==> src/rtl/mul_unit.sv <==
// -----------------------------------------------------------------------------
// mul_unit
//
// Iterative shift-and-add multiplier for the execute stage of an in-order
// pipeline. A MUL in E is stalled (Mul=1) while the unit walks the multiplier
// one bit per cycle. The walk stops as soon as the remaining multiplier bits
// are all zero. A single-cycle DONE state then presents the low WIDTH bits of
// the product and lets E advance.
//
// Timing: Mul is high for 2+L consecutive cycles, where L is the bit length of
// SrcBE (0 for SrcBE==0). MulDone follows immediately for one cycle.
//
// Ports
//   clk        in   rising-edge clock
//   rst        in   asynchronous, active-low reset
//   MulE       in   a MUL instruction occupies E this cycle
//   SrcAE      in   [WIDTH] multiplicand, sampled only on the IDLE->BUSY edge
//   SrcBE      in   [WIDTH] multiplier, sampled only on the IDLE->BUSY edge
//   Mul        out  stall request to the hazard unit (holds F, D and E)
//   MulResult  out  [WIDTH] low WIDTH bits of SrcAE*SrcBE; equals Acc always
//   MulDone    out  one-cycle strobe: MulResult is valid and E advances
// -----------------------------------------------------------------------------
module mul_unit #(
  parameter int WIDTH = 32
) (
  input  logic             clk,
  input  logic             rst,
  input  logic             MulE,
  input  logic [WIDTH-1:0] SrcAE,
  input  logic [WIDTH-1:0] SrcBE,
  output logic             Mul,
  output logic [WIDTH-1:0] MulResult,
  output logic             MulDone
);

  localparam int CNT_W = $clog2(WIDTH) + 1;
  localparam logic [CNT_W-1:0] CNT_LAST = CNT_W'(WIDTH);

  typedef enum logic [1:0] {
    IDLE = 2'd0,
    BUSY = 2'd1,
    DONE = 2'd2
  } state_e;

  state_e           state_q, state_d;
  logic [WIDTH-1:0] areg_q, areg_d;
  logic [WIDTH-1:0] breg_q, breg_d;
  logic [WIDTH-1:0] acc_q, acc_d;
  logic [CNT_W-1:0] cnt_q, cnt_d;

  logic start;   // IDLE edge that captures a new operand pair
  logic finish;  // BUSY cycle with no multiplier bits left to process

  assign start  = (state_q == IDLE) && MulE;
  // The counter guard is redundant once Breg has shifted out all WIDTH bits,
  // but it bounds the walk even if Breg were somehow never to reach zero.
  assign finish = (breg_q == '0) || (cnt_q == CNT_LAST);

  // ---------------------------------------------------------------------------
  // State register
  // ---------------------------------------------------------------------------
  // NOTE: clocked state is written with non-blocking assignments so every flop
  // samples the pre-edge values regardless of process ordering.
  always_ff @(posedge clk or negedge rst) begin
    if (!rst) begin
      state_q <= IDLE;
    end else begin
      state_q <= state_d;
    end
  end

  // ---------------------------------------------------------------------------
  // Next-state logic
  // ---------------------------------------------------------------------------
  // NOTE: every combinational output gets a default before the case statement,
  // so no path leaves a signal unassigned and no latch is inferred.
  always_comb begin
    state_d = state_q;
    unique case (state_q)
      IDLE: if (MulE)   state_d = BUSY;
      BUSY: if (finish) state_d = DONE;
      // MulE seen in DONE still belongs to the instruction that is completing,
      // so DONE always returns to IDLE and never restarts directly.
      DONE:             state_d = IDLE;
      default:          state_d = IDLE;
    endcase
  end

  // ---------------------------------------------------------------------------
  // Output logic
  // ---------------------------------------------------------------------------
  always_comb begin
    // The stall is gated by rst: during reset the state is forced to IDLE, and
    // a MulE still high from the aborted instruction must not raise a stall.
    Mul       = rst && (start || (state_q == BUSY));
    MulDone   = (state_q == DONE);
    MulResult = acc_q;
  end

  // ---------------------------------------------------------------------------
  // Datapath next-value logic
  // ---------------------------------------------------------------------------
  always_comb begin
    areg_d = areg_q;
    breg_d = breg_q;
    acc_d  = acc_q;
    cnt_d  = cnt_q;
    if (start) begin
      areg_d = SrcAE;
      breg_d = SrcBE;
      acc_d  = '0;
      cnt_d  = '0;
    end else if ((state_q == BUSY) && !finish) begin
      // One multiplier bit per cycle: add the aligned multiplicand when the
      // current LSB is set. The sum wraps, which keeps exactly the low WIDTH
      // product bits (identical for signed and unsigned operands).
      acc_d  = acc_q + (breg_q[0] ? areg_q : '0);
      areg_d = areg_q << 1;
      breg_d = breg_q >> 1;
      cnt_d  = cnt_q + 1'b1;
    end
  end

  // ---------------------------------------------------------------------------
  // Datapath registers
  // ---------------------------------------------------------------------------
  // Acc stays loaded after DONE, so MulResult holds the last product until the
  // next operation starts.
  always_ff @(posedge clk or negedge rst) begin
    if (!rst) begin
      areg_q <= '0;
      breg_q <= '0;
      acc_q  <= '0;
      cnt_q  <= '0;
    end else begin
      areg_q <= areg_d;
      breg_q <= breg_d;
      acc_q  <= acc_d;
      cnt_q  <= cnt_d;
    end
  end

endmodule

==> config.mk <==
export PLATFORM = sky130hd
export DESIGN_NAME = mul_unit
export DESIGN_NICKNAME = d
export VERILOG_FILES = /design/src/rtl/mul_unit.sv
export SDC_FILE = /design/constraint.sdc
export NUM_CORES = 1
export LEC_CHECK = 0
export ABC_AREA = 1
export CORE_MARGIN = 1.5
export CORE_UTILIZATION = 50
export DETAILED_ROUTE_END_ITERATION = 7
export PLACE_DENSITY = 0.81
export SLEW_MARGIN = 10
export SYNTH_ARGS = -nofsm -noshare
export SYNTH_HDL_FRONTEND = slang
export SYNTH_SLANG_ARGS = --single-unit
==> constraint.sdc <==
create_clock -name clk -period 2.8 [get_ports clk]
set_input_delay 0.84 -clock clk [delete_from_list [all_inputs] [get_ports clk]]
set_output_delay 0.84 -clock clk [all_outputs]
set_load 0.005 [all_outputs]
==> results of run 1 <==
## metrics by stage
stage,cell area (um2),power (uW)
floorplan,7280,6160
CTS,8720,9030
detailed placement,8440,7780
global route,8720,9910
global placement,8440,7620
finish,8720,9020
## layer usage
metal	up-vias	global-route usage [%]	wire, um
li1	3694	-	-
met1	3247	34.9	8790
met2	170	42.4	8690
met3	26	4.40	921
met4	0	8.76	424
met5	-	0	0
## power by group
group	internal (uW)	switching, uW
clock network	637	610
registers	2200	625
logic	2090	2860
## cells in the final DEF, fill, tap and decap left out, types with 2 or more instances in the layout
cell             synthesis  final
nand2_1                432    431
nand3_1                203    203
inv_1                  155    155
dfrtp_1                104    104
clkdlybuf4s50_1          0     98
nor2_1                  65     65
ha_1                    33     33
a21oi_1                 21     21
o21ai_0                 18     18
xnor2_1                 15     15
buf_4                    2     12
clkbuf_16                0      9
nor3_1                   7      7
nand4_1                  6      6
nand3b_1                 4      4
xor2_1                   4      4
o21bai_1                 3      3
and2_1                   3      3
nand2_4                  1      2
inv_2                    2      2
clkinvlp_4               0      2
buf_12                   0      2
## critical path: cells and delay by family
| family | cells | cell delay (ps) |
|---|---|---|
| buffers and inverters | 2 | 750 |
| AND/OR/NAND/NOR | 1 | 50 |
| AO/OA/AOI/OAI | 1 | 170 |
## area by class of cell
| cell class | instances | area share, % |
|---|---|---|
| timing repair buffer | 113 | 12.8 |
| clock buffer | 11 | 2.78 |
| clock inverter | 5 | 0.459 |
| sequential | 104 | 29.9 |
| tap | 180 | 2.58 |
| inverter | 157 | 6.76 |
| multi-input combinational | 823 | 44.7 |
## sequential cells by signal (all words and copies together) (netlist names)
name,count
MulResult,32
areg_q,32
breg_q,32
cnt_q,6
state_q,2
## path summary, 6_finish.rpt
kind,startpoint,end,slack (ps),depth (start not counted)
setup reg to reg,breg_q[0]$_DFFE_PN0P_,MulResult[28]$_DFFE_PN0P_,340,13
max in group asynchronous,rst,breg_q[2]$_DFFE_PN0P_,990,3
min in group asynchronous,rst,MulResult[6]$_DFFE_PN0P_,560,2
setup / recovery,MulE,Mul,140,4
hold reg to reg,breg_q[31]$_DFFE_PN0P_,breg_q[30]$_DFFE_PN0P_,520,2
hold / removal,breg_q[31]$_DFFE_PN0P_,breg_q[30]$_DFFE_PN0P_,520,2
## cell families after synthesis
kind of cell    Yosys count  share of synthesized area [%]
flops                   104                           35.8
buf+inv                 199                           10.9
xor+xnor                 19                           2.29
compound gates           44                           3.20
simple gates            726                           41.9
fa+ha+maj                34                           5.95
==> summary.txt, run 1 <==
top-count cell post-synth: nand2_1
dpl hpwl: 14,300 um
Worst Hold Class: reg2reg
final slew viol count: 0
share of the synthesized area in the top cell type: 35.8%
vias in the first global route: 6,647
Netlist cell types: 28
Ant. Diodes: 0
Fin Hold WS: 523 ps
status: completed
Crit path required time: 1960 ps
grt total ovfl: 0
Slew @ Worst Pin: 907 ps
Setup TNS Final: 0 ps
Arr. time, crit path: 1820 ps
Post-Syn Instances: 1,126
crit-path max cell delay: 500 ps
yosys warns: 0
Lkg Pwr: 0.00477 uW
Period minus WS final: 2660 ps
DRT iter0 DRCs: 508
Total GRT Usage: 25.9%
Post-route DRC: 0
Final Hold Viols: 0
Max-cap violations: 0
TritonCTS clock tree: done
fin cells: 1,393
setup repair bufs after CTS: 0
dpl ws: -135 ps
Via density: 5.12
Crit. End Element: output pin
Post-synth EDFFs: 0
cell taking the most area after synthesis: dfrtp_1
Post-Syn Area: 7280 um2
clk buf depth: 2
Nets: 1,309
hold_buf cts: 0
die area: 15,300 um2
fraction of registers with async set/reset: 100%
Synth area leaders: dfrtp_1, nand2_1, nand3_1, inv_1, ha_1
Post-synth top cells: nand2_1, nand3_1, inv_1, dfrtp_1, nor2_1
IO Port Bufs: 100
Area Growth Syn to Fin: 19.8%
layout cell share with drive strength beyond 1: 3.05%
clk sink count: 104
Max VDD drop: 0.408 mV
Die Ht: 124 um
Core Rows: 43
Final period util: 94.9%
CTS buffer count: 9
CP max FO: 2
drt wl/cell: 13.5 um
post-CTS sizing: 1
Ports: 101
final core occ: 62.1%
Worst-path clk slew: 70 ps
Detailed Routing Iterations Pass 1: 5
largest net degree at the start of global routing: 75
Cells after DPL: 1,377
PD cells: 1030 nW/um2
RSZ-0062 raised after global routing: false
Core Area: 14,000 um2
final WL: 18,800 um
final worst slack: 143 ps
post-synthesis sequential area ratio: 35.8%
fmax: 376 MHz
GP Congestion: 0.903
Avg Synthesized Cell Area: 6.46 um2
first-pass GRT wire length: 31,000 um
Final setup viols: 0
critical path type: in2out
main flop type after synthesis: dfrtp_1
Starting Density: 51.8%
Vias: 7,137
Register Area: 2600 um2
H-tree lvl count: 3
CP max stage cell: clkdlybuf4s50_1
clock skew: 6.89 ps
Synth Register Bits: 104
initial antenna violation count: 0
Root Driver: clkbuf_16
CP Cell Sequence: clkdlybuf4s50_1, nand2_4, a21boi_0, dlygate4sd2_1
Filler cells: 1,319
number of antenna-violating nets in the routed design: 0
clock latency on the worst-skew pair: 360 ps
Max-slew headroom: 39.6%
die width: 124 um
crit path launch type: primary input
area of the multi-input gates: 3900 um2
Post-Syn Nets: 1,227
(Power assumes the default switching activity.)
==> run 2, diff against run 1 <==
Settings changed: CTS_BUF_LIST from default to sky130_fd_sc_hd__clkbuf_4, CTS_CLUSTER_SIZE from default to 30.
==> run 2 against run 1 <==
Compared with the run above:
- die area unchanged
- count of clock-buffer cells in the layout down 1
- core utilization is 1.2 points lower
- flip-flop and latch count is the same
- sequential share of layout area increased by 0.57 points
- first-iteration DRC count rose by 7.1%
- wire length about the same
- critical path depth stayed put
- combinational power hardly changed
- sequential power hardly changed
- global-route usage shrank 0.17 points
==> summary.txt, run 2 (synthesis results as in run 1) <==
status: completed
Root Driver: clkbuf_4
Ant. Diodes: 0 (unchanged)
clock skew: 14.8 ps (+7.89 ps)
Via density: 5.14 (+0.39%)
Vias: 7,165 (+0.39%)
Core Area: 14,000 um2 (unchanged)
die area: 15,300 um2 (unchanged)
Max-slew headroom: 39.6% (+0.062 points)
Final setup viols: 0 (unchanged)
dpl hpwl: 14,300 um (unchanged)
first-pass GRT wire length: 30,800 um (-0.56%)
IO Port Bufs: 100 (unchanged)
hold_buf cts: 0 (unchanged)
Core Rows: 43 (unchanged)
area of the multi-input gates: 3900 um2 (unchanged)
PD cells: 996 nW/um2 (-3.8%)
clk sink count: 104 (unchanged)
critical path type: in2out
Crit path required time: 1960 ps (about the same)
post-CTS sizing: 1 (unchanged)
fin area: 8550 um2 (-1.9%)
H-tree lvl count: 3 (unchanged)
crit-path max cell delay: 500 ps (about the same)
CP max stage cell: clkdlybuf4s50_1
layout cell share with drive strength beyond 1: 3.05% (unchanged)
Nets: 1,309 (unchanged)
final WL: 18,800 um (about the same)
clock latency on the worst-skew pair: 500 ps (+140 ps)
Worst-path clk slew: 170 ps (+100 ps)
Post-route DRC: 0 (unchanged)
vias in the first global route: 6,605 (-0.63%)
Worst Hold Class: in2async
Max VDD drop: 0.325 mV (-20%)
initial antenna violation count: 0 (unchanged)
flop2flop setup slack: 340 ps (about the same)
CP max FO: 2 (unchanged)
largest net degree at the start of global routing: 75 (unchanged)
Detailed Routing Iterations Pass 1: 5 (unchanged)
Slew @ Worst Pin: 906 ps (-0.932 ps)
RSZ-0062 raised after global routing: false
fin cells: 1,393 (unchanged)
Lkg Pwr: 0.00470 uW (-1.5%)
clk buf depth: 2 (unchanged)
TritonCTS clock tree: done
RR Startpoint: breg_q[0]$_DFFE_PN0P_
most frequent cells in the layout: nand2_1, nand3_1, inv_1
Total GRT Usage: 25.8% (-0.17 points)
grt total ovfl: 0 (unchanged)
Register Area: 2600 um2 (unchanged)
setup repair bufs after CTS: 0 (unchanged)
fmax: 376 MHz (unchanged)
Ports: 101 (unchanged)
Max-cap violations: 0 (unchanged)
Area after DPL: 8440 um2 (unchanged)
die width: 124 um (unchanged)
DRT iter0 DRCs: 544 (+7.1%)
Filler cells: 1,343 (+1.8%)
number of antenna-violating nets in the routed design: 0 (unchanged)
CTS buffer count: 9 (unchanged)
drt wl/cell: 13.5 um (about the same)
crit path launch: MulE
Starting Density: 51.8% (unchanged)
commonest non-fill, non-tap cell in the layout: nand2_1
Cells after DPL: 1,377 (unchanged)
final core occ: 60.9% (-1.2 points)
Final Hold Viols: 0 (unchanged)
Area Growth Syn to Fin: 17.5%
final slew viol count: 0 (unchanged)
Arr. time, crit path: 1820 ps (about the same)
Reg2Reg Depth: 13 (unchanged)
Crit. End Element: output pin
crit path launch type: primary input
Die Ht: 124 um (unchanged)
Final period util: 94.9% (unchanged)
GP Congestion: 0.903 (unchanged)
worst r2r dst: MulResult[28]$_DFFE_PN0P_
Period minus WS final: 2660 ps (unchanged)
CP Cell Sequence: clkdlybuf4s50_1, nand2_4, a21boi_0, dlygate4sd2_1
Setup TNS Final: 0 ps (unchanged)
run 2: through the flow:
step	setup slack, ps	total power (uW)	hold WS (ps)
after floorplan	529	6160	475
after global placement	-121	7620	501
after detailed placement	-135	7780	501
after CTS	133	8520	402
after global routing	80.1	9390	444
final	143	8520	397
run 2: layout make-up:
type,count,share of cell area (%)
inverter,157,6.89
multi-input combinational,823,45.6
sequential,104,30.4
timing repair buffer,113,13.1
clock inverter,6,0.512
clock buffer,10,0.878
tap,180,2.63
run 2: how the worst max path moves through the flow:
stage / to / slack, ps / depth (start not counted)
floorplan: Mul / 530 / 3
CTS: Mul / 130 / 4
global route: Mul / 80 / 4
detailed placement: Mul / -130 / 4
global placement: Mul / -120 / 4
finish: Mul / 140 / 4
run 2: critical path, delay by kind of cell:
family / cells / cell delay (ps)
buffers and inverters: 2 / 750
AO/OA/AOI/OAI: 1 / 170
AND/OR/NAND/NOR: 1 / 50
run 2: power breakdown:
part           switching, uW  leakage, uW  internal (uW)
Clock                    550    0.0000624            198
Combinational           2860      0.00336           2090
Sequential               628      0.00128           2190
run 2: layer usage:
| metal | global-route usage, % | routed length [um] |
|---|---|---|
| met1 | 34.8 | 8620 |
| met2 | 42.6 | 8760 |
| met3 | 3.89 | 1070 |
| met4 | 8.12 | 371 |
| met5 | 0 | 0 |
